`src/rtl/periodic_frame_tx_if.sv`:
```
// UART transmit-side byte handshake shared by the frame sequencer and the transmitter.
interface periodic_frame_tx_if;
    logic       tx_start;
    logic [7:0] tx_byte;
    logic       tx_busy;

    // master pulses tx_start for exactly one cycle with tx_byte valid; the slave raises tx_busy
    // while it shifts that byte and drops it when done. A byte is complete on busy falling.
    modport master (output tx_start, output tx_byte, input tx_busy);
    modport slave  (input tx_start, input tx_byte, output tx_busy);
endinterface

```
`src/rtl/periodic_frame_tx.sv`:
```
// Periodic/triggered frame sequencer: snapshots a payload word and streams
// [header] payload [xor checksum] to a byte UART over a start/busy handshake.
module periodic_frame_tx #(
    parameter int unsigned PERIOD_CYCLES = 1_000_000,
    parameter int          DATA_BYTES    = 4,
    parameter bit          HDR_EN        = 1'b1,
    parameter logic [7:0]  HDR_BYTE      = 8'hA5,
    parameter bit          CSUM_EN       = 1'b1,
    parameter bit          MSB_FIRST     = 1'b1,
    parameter int          RISE_TIMEOUT  = 4
) (
    input  logic                    CLK100MHZ,
    input  logic                    CPU_RESETN,
    input  logic                    en,
    input  logic                    trig,
    input  logic [DATA_BYTES*8-1:0] data_in,
    periodic_frame_tx_if.master     uart,
    output logic                    tick,
    output logic                    frame_active,
    output logic                    frame_done,
    output logic [15:0]             overrun_cnt,
    output logic [2:0]              state_dbg
);
    localparam int              FRAME_LEN = int'(HDR_EN) + DATA_BYTES + int'(CSUM_EN);
    localparam logic [31:0]     PERIOD_TC = 32'(PERIOD_CYCLES - 1);
    localparam logic [4:0]      LAST_IDX  = 5'(FRAME_LEN - 1);
    localparam int              TW        = $clog2(RISE_TIMEOUT + 1);
    localparam logic [TW-1:0]   TO_LAST   = TW'(RISE_TIMEOUT - 1);

    typedef enum logic [2:0] {
        S_IDLE, S_LOAD, S_START, S_WAIT_RISE, S_WAIT_FALL, S_NEXT
    } state_t;

    state_t                  state_q, state_d;
    logic [31:0]             cnt_q, cnt_d;
    logic [DATA_BYTES*8-1:0] snap_q, snap_d;
    logic [7:0]              csum_q, csum_d;
    logic [7:0]              tx_byte_q, tx_byte_d;
    logic [4:0]              idx_q, idx_d;
    logic [TW-1:0]           to_q, to_d;
    logic [15:0]             ovr_q, ovr_d;
    logic                    tx_start_q, tx_start_d;
    logic                    active_q, active_d;
    logic                    done_q, done_d;
    logic                    req;
    logic [7:0]              sel_byte;
    int                      pay_idx;

    assign tick = en && (cnt_q == PERIOD_TC);
    assign req  = tick | trig;

    // Byte at the current frame position; payload index is clamped so the shift stays in range
    // while the header or checksum slot is selected.
    always_comb begin
        pay_idx = int'(idx_q) - int'(HDR_EN);
        if (pay_idx < 0) pay_idx = 0;
        if (pay_idx > DATA_BYTES - 1) pay_idx = DATA_BYTES - 1;
        if (MSB_FIRST) pay_idx = DATA_BYTES - 1 - pay_idx;
        if (HDR_EN && idx_q == 5'd0)             sel_byte = HDR_BYTE;
        else if (CSUM_EN && idx_q == LAST_IDX)   sel_byte = csum_q;
        else                                     sel_byte = 8'(snap_q >> (pay_idx * 8));
    end

    always_comb begin
        state_d   = state_q;
        cnt_d     = cnt_q;
        snap_d    = snap_q;
        csum_d    = csum_q;
        tx_byte_d = tx_byte_q;
        idx_d     = idx_q;
        to_d      = to_q;
        ovr_d     = ovr_q;

        if (!en)                   cnt_d = '0;
        else if (cnt_q == PERIOD_TC) cnt_d = '0;
        else                       cnt_d = cnt_q + 32'd1;

        if (req && state_q != S_IDLE && ovr_q != 16'hFFFF) ovr_d = ovr_q + 16'd1;

        case (state_q)
            S_IDLE: begin
                if (req) begin
                    snap_d  = data_in;
                    csum_d  = '0;
                    idx_d   = '0;
                    state_d = S_LOAD;
                end
            end
            S_LOAD: begin
                tx_byte_d = sel_byte;
                state_d   = S_START;
            end
            S_START: begin
                csum_d  = csum_q ^ tx_byte_q;
                to_d    = '0;
                state_d = S_WAIT_RISE;
            end
            S_WAIT_RISE: begin
                // A transmitter that never acknowledges must not stall the frame forever.
                if (uart.tx_busy)        state_d = S_WAIT_FALL;
                else if (to_q == TO_LAST) state_d = S_NEXT;
                else                     to_d = to_q + TW'(1);
            end
            S_WAIT_FALL: begin
                if (!uart.tx_busy) state_d = S_NEXT;
            end
            S_NEXT: begin
                if (idx_q == LAST_IDX) begin
                    state_d = S_IDLE;
                end else begin
                    idx_d   = idx_q + 5'd1;
                    state_d = S_LOAD;
                end
            end
            default: state_d = S_IDLE;
        endcase

        // Outputs are registered decodes of the next state, so they line up with state_q.
        tx_start_d = (state_d == S_START);
        active_d   = (state_d != S_IDLE);
        done_d     = (state_d == S_NEXT) && (idx_d == LAST_IDX);
    end

    always_ff @(posedge CLK100MHZ or negedge CPU_RESETN) begin
        if (!CPU_RESETN) begin
            state_q    <= S_IDLE;
            cnt_q      <= '0;
            snap_q     <= '0;
            csum_q     <= '0;
            tx_byte_q  <= '0;
            idx_q      <= '0;
            to_q       <= '0;
            ovr_q      <= '0;
            tx_start_q <= 1'b0;
            active_q   <= 1'b0;
            done_q     <= 1'b0;
        end else begin
            state_q    <= state_d;
            cnt_q      <= cnt_d;
            snap_q     <= snap_d;
            csum_q     <= csum_d;
            tx_byte_q  <= tx_byte_d;
            idx_q      <= idx_d;
            to_q       <= to_d;
            ovr_q      <= ovr_d;
            tx_start_q <= tx_start_d;
            active_q   <= active_d;
            done_q     <= done_d;
        end
    end

    assign uart.tx_start = tx_start_q;
    assign uart.tx_byte  = tx_byte_q;
    assign frame_active  = active_q;
    assign frame_done    = done_q;
    assign overrun_cnt   = ovr_q;
    assign state_dbg     = state_q;
endmodule

```
`src/flat_wrapper.sv`:
```
// flat-port wrapper written by rule: the top's interface ports become plain ports
module periodic_frame_tx_flat 
#(
    parameter int unsigned PERIOD_CYCLES = 1_000_000,
    parameter int          DATA_BYTES    = 4,
    parameter bit          HDR_EN        = 1'b1,
    parameter logic [7:0]  HDR_BYTE      = 8'hA5,
    parameter bit          CSUM_EN       = 1'b1,
    parameter bit          MSB_FIRST     = 1'b1,
    parameter int          RISE_TIMEOUT  = 4
)
  (CLK100MHZ, CPU_RESETN, en, trig, data_in, tick, frame_active, frame_done, overrun_cnt, state_dbg, uart_tx_start, uart_tx_byte, uart_tx_busy);
  periodic_frame_tx_if uart_i ();
  input  logic CLK100MHZ;
  input  logic CPU_RESETN;
  input  logic en;
  input  logic trig;
  input  logic [DATA_BYTES*8-1:0] data_in;
  output logic tick;
  output logic frame_active;
  output logic frame_done;
  output logic [15:0] overrun_cnt;
  output logic [2:0] state_dbg;
  output wire logic [$bits(uart_i.tx_start)-1:0] uart_tx_start;
  output wire logic [$bits(uart_i.tx_byte)-1:0] uart_tx_byte;
  input wire logic [$bits(uart_i.tx_busy)-1:0] uart_tx_busy;
  assign uart_tx_start = uart_i.tx_start;
  assign uart_tx_byte = uart_i.tx_byte;
  assign uart_i.tx_busy = uart_tx_busy;
  periodic_frame_tx #(.PERIOD_CYCLES(PERIOD_CYCLES), .DATA_BYTES(DATA_BYTES), .HDR_EN(HDR_EN), .HDR_BYTE(HDR_BYTE), .CSUM_EN(CSUM_EN), .MSB_FIRST(MSB_FIRST), .RISE_TIMEOUT(RISE_TIMEOUT)) u_core (.CLK100MHZ(CLK100MHZ), .CPU_RESETN(CPU_RESETN), .en(en), .trig(trig), .data_in(data_in), .uart(uart_i), .tick(tick), .frame_active(frame_active), .frame_done(frame_done), .overrun_cnt(overrun_cnt), .state_dbg(state_dbg));
endmodule
```
`config.mk`:
```
export PLATFORM = sky130hd
export DESIGN_NAME = periodic_frame_tx_flat
export DESIGN_NICKNAME = d
export VERILOG_FILES = /design/src/rtl/periodic_frame_tx_if.sv /design/src/rtl/periodic_frame_tx.sv /design/src/flat_wrapper.sv
export SDC_FILE = /design/constraint.sdc
export NUM_CORES = 1
export LEC_CHECK = 0
export CORE_ASPECT_RATIO = 0.8
export CORE_MARGIN = 1.5
export CORE_UTILIZATION = 45
export CTS_CLUSTER_SIZE = 40
export DETAILED_ROUTE_END_ITERATION = 8
export DONT_BUFFER_PORTS = 1
export GPL_TIMING_DRIVEN = 1
export PLACE_DENSITY = 0.62
export SLEW_MARGIN = 15
export SYNTH_ARGS = -nofsm -noshare
export SYNTH_HDL_FRONTEND = slang
export SYNTH_SLANG_ARGS = --single-unit
```
`constraint.sdc`:
```
create_clock -name CLK100MHZ -period 2.3 [get_ports CLK100MHZ]
set_clock_uncertainty 0.05 [all_clocks]
set_input_delay 0.46 -clock CLK100MHZ [delete_from_list [all_inputs] [get_ports CLK100MHZ]]
set_output_delay 0.46 -clock CLK100MHZ [all_outputs]
set_load 0.01 [all_outputs]
```
==> results of run 1 <==
## area by class of cell
type / instances / area share [%]
flip-flops and latches: 110 / 42.7
well taps: 171 / 3.31
multi-input cells: 391 / 44.3
repair buffers: 32 / 4.30
clock buffers: 10 / 3.70
inverters: 10 / 0.581
clock inverters: 6 / 1.08
## synthesized netlist by cell type, drive strengths merged (8+ instances only)
| library cell | number | area (sq um) |
|---|---|---|
| a21oi | 16 | 80.1 |
| a32oi | 9 | 86.3 |
| and4 | 9 | 78.8 |
| buf | 11 | 71.3 |
| clkbuf | 13 | 48.8 |
| dfrtp | 110 | 2750 |
| ha | 8 | 100 |
| inv | 10 | 37.5 |
| mux2 | 43 | 484 |
| nand2 | 34 | 128 |
| nand3 | 26 | 130 |
| nand4 | 12 | 90.1 |
| nor2 | 44 | 181 |
| nor2b | 18 | 113 |
| nor3 | 13 | 75.1 |
| nor4 | 12 | 81.3 |
| o21ai | 34 | 170 |
| or3 | 10 | 67.6 |
| xnor2 | 20 | 175 |
| xor2 | 21 | 184 |
## what timing repair did
action,CTS,global route
resized for setup,11,12
endpoints found under the hold margin,110,110
pin swaps,3,3
setup buffers,4,2
gates cloned,0,0
endpoints found under the setup margin,5,13
## registers in the layout, indices dropped and copies added, names as in the netlist, 3 cells and up
name and cells:
u_core.snap_q 32, u_core.to_q 3, u_core.overrun_cnt 16, u_core.csum_q 8, u_core.cnt_q 32, u_core.state_dbg 3, u_core.idx_q 5, u_core.uart.tx_byte 8
## layer usage
metal	global-route usage [%]	up-vias	share of wire (%)
met3	4.84	7	3.7
li1	-	1973	-
met2	29.7	60	45
met1	28.7	2072	50
met5	0	-	0
met4	5.96	0	0.79
## worst max-delay path: cells and delay by family, from the launching register on
family | cells | cell delay (ns)
flops | 1 | 0.39
simple gates | 4 | 0.77
fa+ha+maj | 1 | 0.22
## cells by family (layout without fill, tap and decap cells)
group / after synthesis / after routing
simple gates: 204 / 204
flops: 110 / 110
compound gates: 92 / 92
mux: 44 / 44
xor+xnor: 41 / 41
buf+inv: 34 / 58
fa+ha+maj: 8 / 8
other cells: 1 / 2
## per-stage QoR
stage                     TNS (ns)  instances  setup slack [ns]
final                            0        730            0.0678
after global placement           0        708            0.0498
after global routing        -0.103        730           -0.0613
after CTS                        0        728          0.000884
after detailed placement   -0.0297        708           -0.0244
after floorplan                  0        535           0.00503
## power breakdown
part	leakage [nW]	internal [W]	switching (W)	total, W
clock	0.147	0.000882	0.000734	0.00162
combinational	1.10	0.00120	0.00133	0.00253
sequential	1.41	0.00247	0.000430	0.00290
## worst max path at each step
| stage | start | end | cells past startpoint |
|---|---|---|---|
| after global placement | u_core.idx_q[0] | u_core.uart.tx_byte[3] | 6 |
| after CTS | u_core.cnt_q[0] | tick | 5 |
| after detailed placement | u_core.idx_q[0] | u_core.uart.tx_byte[7] | 6 |
| final | u_core.cnt_q[0] | tick | 5 |
| after global routing | u_core.cnt_q[10] | tick | 4 |
| after floorplan | u_core.idx_q[0] | u_core.uart.tx_byte[7] | 8 |
==> results.json, run 1 <==
{
  "status": "finished, violations left",
  "violations": "hold timing",
  "powerDensity_nw_per_um2": 1090,
  "cts_root_buffer": "clkbuf_16",
  "reg2reg_to": "u_core.uart.tx_byte[1]",
  "synthAdderAreaFrac_pct": 1.77,
  "core-area_sq_um": 12200,
  "holdWs_ns": -0.251,
  "vias": 4112,
  "hp-class": "in2async",
  "crit_chain": "ha_2 > and4_4 > nand2_1 > nor3_4 > and2_4",
  "dpl_cell_area_sq_um": 6000,
  "antenna_found_initial": 0,
  "maxSlewViolCount": 0,
  "drc": 0,
  "drive_gt1_share_pct": 22.0,
  "antenna_left": 0,
  "seq_area_sq_um": 2760,
  "p_leak_nw": 2.66,
  "seq_area_frac_synth_pct": 48.6,
  "ir_worst_vdd_v": 0.000703,
  "cp_slowest_stage_delay_ns": 0.39,
  "antenna_cells": 0,
  "fillers": 1107,
  "synth_edf_count": 0,
  "end_kind": "output pin",
  "cts_buffer_depth": 2,
  "synth_area_per_cell_sq_um": 10.6,
  "cts_tree": "built",
  "yosysWarnings": 0,
  "clk_latency_ns": 0.36,
  "grt_pass1_wl_microns": 20500,
  "reg2reg_depth": 9,
  "initial_utilization_pct": 46.4,
  "hold_violations": 110,
  "synth_top_family_by_area": "simple AND/OR/NAND/NOR gates",
  "final_area_sq_um": 6460,
  "crit_path_start_kind": "flip-flop",
  "rows": 36,
  "port_buffers": 0,
  "drt_iter0_markers": 231,
  "wl_microns": 12500,
  "synthSimpleGateAreaFrac_pct": 20.5,
  "dp_hpwl_microns": 8750,
  "setup-violations-final": 0,
  "die_h_microns": 103,
  "grt_use_total_pct": 19.9,
  "clk_pin_slew_ns": 0.07,
  "synthDistinctLibCells": 59,
  "synth_compound_area_share_pct": 11.2,
  "slew_headroom_pct": 51.3,
  "layout_worst_path_cycle_share_pct": 97.1,
  "slowest_stage": "dfrtp_1",
  "worst_pin_slew_ns": 0.730,
  "gp_congestion": 0.827,
  "finalPower_w": 0.00705,
  "wire_per_inst_microns": 17.1,
  "die_w_microns": 128,
  "synth_ff_type": "dfrtp_1",
  "layout_commonest_cell": "dfrtp_1",
  "final_cell_mix": "dfrtp_1 (105), nor2_1 (43), mux2_2 (40)",
  "worstPathMaxFanout": 4,
  "synthXorXnorAreaFrac_pct": 6.34,
  "pin_count": 68,
  "rsz0062_at_grt": "yes",
  "max_freq_mhz": 448,
  "multi_input_area_sq_um": 2860,
  "max_cap_violations": 0,
  "cp.arrival_ns": 1.72,
  "numCtsBuffers": 9,
  "timing.rr.start": "u_core.idx_q[0]",
  "cts_sinks": 110,
  "dr.pass1.iters": 4,
  "synthArstFlopShare_pct": 100,
  "fin_nets": 599,
  "muxShareOfSynthArea_pct": 8.73,
  "grt_pass1_vias": 3955,
  "grt_max_degree": 111,
  "path_class": "reg2out",
  "vias_per_cell": 5.63,
  "htreeDepth": 3,
  "cp_data_required_time_ns": 1.79,
  "syn_area_sq_um": 5660,
  "final_util_pct": 52.9,
  "gr-total-overflow": 0,
  "final.min_clock_period_ns": 2.23,
  "synth-seq-cells": 110,
  "r2r_slack_ns": 0.07,
  "synthCells": 534,
  "synthToLayoutAreaGrowth_pct": 14.1,
  "dieArea_sq_um": 13300
}
Power figures use the tool's default switching activity.
==> run 2: changes to the inputs <==
--- a/config.mk
+++ b/config.mk
@@ -13,6 +13,8 @@
 export DONT_BUFFER_PORTS = 1
 export GPL_TIMING_DRIVEN = 1
 export PLACE_DENSITY = 0.62
+export SETUP_SLACK_MARGIN = 0.4
+export SKIP_CTS_REPAIR_TIMING = 1
 export SLEW_MARGIN = 15
 export SYNTH_ARGS = -nofsm -noshare
 export SYNTH_HDL_FRONTEND = slang
==> results.json, run 2 (synthesized netlist as in run 1, its figures left out) <==
{
  "rows": 36,
  "numCtsBuffers": 9,
  "cp_num_buf_inv": 0,
  "slew_headroom_pct": 61.9,
  "seq_area_sq_um": 2760,
  "grt_pass1_wl_microns": 20900,
  "rsz0062_at_grt": "yes",
  "timing.final.ws_setup_ns": 0.0164,
  "cts_root_buffer": "clkbuf_16",
  "grt_use_total_pct": 20.4,
  "core-area_sq_um": 12200,
  "vias_per_cell": 5.60,
  "multi_input_area_sq_um": 3220,
  "layout_worst_path_cycle_share_pct": 99.3,
  "cts_sinks": 110,
  "dp_hpwl_microns": 8710,
  "path_class": "reg2out",
  "grt_pass1_vias": 4106,
  "pin_count": 68,
  "path_depth": 4,
  "reg2reg_to": "u_core.overrun_cnt[14]",
  "status": "finished, violations left",
  "holdWs_ns": -0.260,
  "drt_iter0_markers": 271,
  "maxSlewViolCount": 0,
  "cp_slowest_stage_delay_ns": 0.45,
  "antenna_cells": 0,
  "slowest_stage": "dfrtp_1",
  "gp_congestion": 0.801,
  "wire_per_inst_microns": 17.7,
  "initial_utilization_pct": 46.4,
  "hold_violations": 110,
  "drive_gt1_share_pct": 31.7,
  "crit_chain": "nor4b_4 > nand3_1 > nor3_2 > and2_4",
  "htreeDepth": 3,
  "final.min_clock_period_ns": 2.28,
  "cts_tree": "built",
  "die_h_microns": 103,
  "crit_path_start_kind": "flip-flop",
  "reg2reg_depth": 8,
  "clk_pin_slew_ns": 0.07,
  "end_kind": "output pin",
  "cp_data_required_time_ns": 1.79,
  "dp_slack_ns": -0.105,
  "setup-violations-final": 0,
  "gr-total-overflow": 0,
  "max_freq_mhz": 438,
  "synthToLayoutAreaGrowth_pct": 24.0,
  "cp.arrival_ns": 1.77,
  "wl_microns": 13300,
  "antenna_left": 0,
  "grt_max_degree": 111,
  "violations": "hold timing",
  "antenna_found_initial": 0,
  "fillers": 1017,
  "dr.pass1.iters": 4,
  "dieArea_sq_um": 13300,
  "ir_worst_vdd_v": 0.000770,
  "powerDensity_nw_per_um2": 1100,
  "final_util_pct": 57.5,
  "clk_latency_ns": 0.37,
  "drc": 0,
  "max_cap_violations": 0,
  "r2r_slack_ns": 0.13,
  "port_buffers": 0,
  "dp.cells": 707,
  "hp-class": "in2async",
  "cts_buffer_depth": 2,
  "layout_commonest_cell": "dfrtp_1",
  "fin_nets": 621,
  "die_w_microns": 128,
  "cp_top_family": "simple AND/OR/NAND/NOR gates",
  "worst_pin_slew_ns": 0.572,
  "final_cell_mix": "dfrtp_1 (102), buf_4 (42), nor2_1 (40)",
  "worstPathMaxFanout": 3,
  "p_leak_nw": 2.90,
  "timing.rr.start": "u_core.cnt_q[10]",
  "vias": 4213,
  "final_cells": 752
}
## run 2: changes by cell type in the layout (fill, tap and decap cells not counted), moves of 6 or more
| cell | delta |
|---|---|
| buf_4 | +13 |
| buf_6 | +7 |
| mux2_2 | -35 |
| mux2_4 | +38 |
| nor4_2 | +6 |
## run 2: how the worst max path moves through the flow
stage	from	endpoint	slack, ns
after global routing	u_core.cnt_q[21]	tick	-0.09
after floorplan	u_core.idx_q[0]	u_core.uart.tx_byte[0]	0.17
after detailed placement	u_core.idx_q[0]	u_core.uart.tx_byte[7]	-0.11
after CTS	u_core.cnt_q[10]	tick	-0.32
after global placement	u_core.idx_q[0]	u_core.uart.tx_byte[7]	-0.02
final	u_core.cnt_q[21]	tick	0.02
## run 2: per-stage QoR
stage	power [W]	setup TNS, ns	cell area, sq um	hold slack, ns
global route	0.00822	-0.0859	7020	-0.280
CTS	0.00735	-0.837	6450	-0.277
detailed placement	0.00578	-0.308	6170	0.118
finish	0.00775	0	7020	-0.260
floorplan	0.00502	0	5880	0.114
global placement	0.00570	-0.0156	6170	0.119
## run 2: power by group
part           total, W  leakage [nW]  switching (W)  internal [W]
registers       0.00297          1.40       0.000498       0.00248
clock network   0.00152         0.133       0.000745      0.000775
logic           0.00325          1.37        0.00155       0.00171
total           0.00775          2.90        0.00279       0.00496
## run 2: layout make-up
type,instances,share of cell area [%]
tap,171,3.05
inverter,10,0.606
multi-input combinational,391,45.8
sequential,110,39.4
timing repair buffer,54,7.11
clock buffer,11,3.46
clock inverter,5,0.588
## run 2: routing by layer
layer / part of all wire [%] / vias up / track usage (%)
met1: 48 / 2077 / 29.3
met2: 46 / 94 / 29.5
met3: 5.0 / 17 / 5.04
met4: 1.7 / 0 / 8.47
met5: 0 / - / 0
li1: - / 2025 / -
==> run 3: changes to the inputs <==
--- a/config.mk
+++ b/config.mk
@@ -7,12 +7,12 @@
 export LEC_CHECK = 0
 export CORE_ASPECT_RATIO = 0.8
 export CORE_MARGIN = 1.5
-export CORE_UTILIZATION = 45
+export CORE_UTILIZATION = 55
 export CTS_CLUSTER_SIZE = 40
 export DETAILED_ROUTE_END_ITERATION = 8
 export DONT_BUFFER_PORTS = 1
 export GPL_TIMING_DRIVEN = 1
-export PLACE_DENSITY = 0.62
+export PLACE_DENSITY = 0.7
 export SETUP_SLACK_MARGIN = 0.4
 export SKIP_CTS_REPAIR_TIMING = 1
 export SLEW_MARGIN = 15
==> constraint.sdc (replaced) <==
create_clock -name CLK100MHZ -period 2.2 [get_ports CLK100MHZ]
set_clock_uncertainty 0.05 [all_clocks]
set_input_delay 0.44 -clock CLK100MHZ [delete_from_list [all_inputs] [get_ports CLK100MHZ]]
set_output_delay 0.44 -clock CLK100MHZ [all_outputs]
set_load 0.01 [all_outputs]
==> results.json, run 3 (synthesized netlist as in run 1, its figures left out) <==
{
  "worst_pin_slew_ns": 0.739,
  "drt_iter0_markers": 347,
  "vias_per_cell": 6.09,
  "hp-class": "in2async",
  "final.min_clock_period_ns": 2.35,
  "holdWs_ns": -0.272,
  "antenna_found_initial": 0,
  "dr.pass1.iters": 4,
  "grt_pass1_vias": 4005,
  "violations": "hold timing, setup timing",
  "maxSlewViolCount": 0,
  "layout_commonest_cell": "dfrtp_1",
  "seq_area_sq_um": 2760,
  "ir_worst_vdd_v": 0.000755,
  "slew_headroom_pct": 50.4,
  "p_leak_nw": 3.04,
  "powerDensity_nw_per_um2": 1130,
  "final_util_pct": 74.8,
  "reg2reg_depth": 7,
  "grt_use_total_pct": 23.7,
  "cts_buffer_depth": 2,
  "crit_path_start_kind": "flip-flop",
  "rsz0062_at_grt": "yes",
  "wire_per_inst_microns": 19.5,
  "worstPathMaxFanout": 2,
  "cts_root_buffer": "clkbuf_16",
  "antenna_left": 0,
  "clk_pin_slew_ns": 0.07,
  "wl_microns": 14200,
  "path_class": "reg2out",
  "drc": 0,
  "cp_slowest_stage_delay_ns": 0.41,
  "rows": 32,
  "die_h_microns": 93.7,
  "status": "finished, violations left",
  "clk_latency_ns": 0.35,
  "initial_utilization_pct": 57.7,
  "gr-total-overflow": 0,
  "hold_violations": 110,
  "port_buffers": 0,
  "crit_chain": "nor4b_4 > buf_4 > nand4_1 > buf_6 > nor3_4 > and2_4",
  "fin_nets": 634,
  "cts_sinks": 110,
  "end_kind": "output pin",
  "core-area_sq_um": 9810,
  "cts_tree": "built",
  "gp_congestion": 0.854,
  "grt_max_degree": 111,
  "timing.rr.start": "u_core.cnt_q[10]",
  "die_w_microns": 116,
  "reg2reg_to": "u_core.snap_q[19]",
  "setup-violations-final": 20,
  "vias": 4444,
  "pin_count": 68,
  "antenna_cells": 0,
  "drive_gt1_share_pct": 38.2,
  "multi_input_area_sq_um": 3390,
  "cp_data_required_time_ns": 1.71,
  "layout_worst_path_cycle_share_pct": 107,
  "numCtsBuffers": 9,
  "final_cell_mix": "dfrtp_1 (103), buf_4 (43), mux2_4 (36)",
  "cp.arrival_ns": 1.86,
  "finalPower_w": 0.00826,
  "dp_hpwl_microns": 8650,
  "timing.final.ws_setup_ns": -0.152,
  "max_freq_mhz": 425,
  "fillers": 624,
  "htreeDepth": 3,
  "synthToLayoutAreaGrowth_pct": 29.6,
  "slowest_stage": "dfrtp_1",
  "dieArea_sq_um": 10900,
  "r2r_slack_ns": -0.02,
  "max_cap_violations": 0,
  "grt_pass1_wl_microns": 20200
}
run 3: changes by cell type in the layout (fill, tap and decap cells not counted), sizes merged:
cell	previous run	this run
buf	53	62
clkbuf	12	14
clkinv	1	5
clkinvlp	2	1
inv	12	11
run 3: critical path, delay by kind of cell, from the launching register on:
family	cells	cell delay (ns)
and+or+nand+nor	4	0.78
buffers and inverters	2	0.31
DFF	1	0.41
run 3: per-stage QoR:
step	setup TNS [ns]	instance area (sq um)	std cells	setup WS [ns]
floorplan	0	5940	535	0.0659
global placement	0	6270	686	0.0370
detailed placement	0	6270	686	0.0218
CTS	-0.213	6550	702	-0.199
global route	-3.31	7330	730	-0.287
finish	-0.368	7330	730	-0.152
run 3: report_power, final:
part	switching, W	internal [W]	total (W)
sequential	0.000554	0.00259	0.00314
combinational	0.00171	0.00188	0.00359
clock	0.000750	0.000771	0.00152
total	0.00302	0.00524	0.00826
run 3: routing by layer:
metal  track usage [%]  vias up  share of wire, %
met3              6.77       16               6.0
met4              6.10        0               1.1
met5                 0        -                 0
li1                  -     2051                 -
met2              34.2      134                46
met1              35.0     2243                47
run 3: how the worst max path moves through the flow:
| stage | to | depth (start not counted) | from |
|---|---|---|---|
| 2_1_floorplan | u_core.uart.tx_byte[0] | 8 | u_core.idx_q[0] |
| 3_3_place_gp | u_core.snap_q[15] | 7 | u_core.cnt_q[8] |
| 3_5_place_dp | u_core.uart.tx_byte[4] | 7 | u_core.idx_q[0] |
| 4_1_cts | tick | 6 | u_core.cnt_q[0] |
| 5_1_grt | tick | 6 | u_core.cnt_q[10] |
| 6_report | tick | 6 | u_core.cnt_q[10] |
run 3: final cells by class:
cell class	count	area share [%]
multi-input cells	391	46.2
flip-flops and latches	110	37.7
repair buffers	67	9.50
clock buffers	9	3.07
inverters	10	0.580
well taps	136	2.32
clock inverters	7	0.665
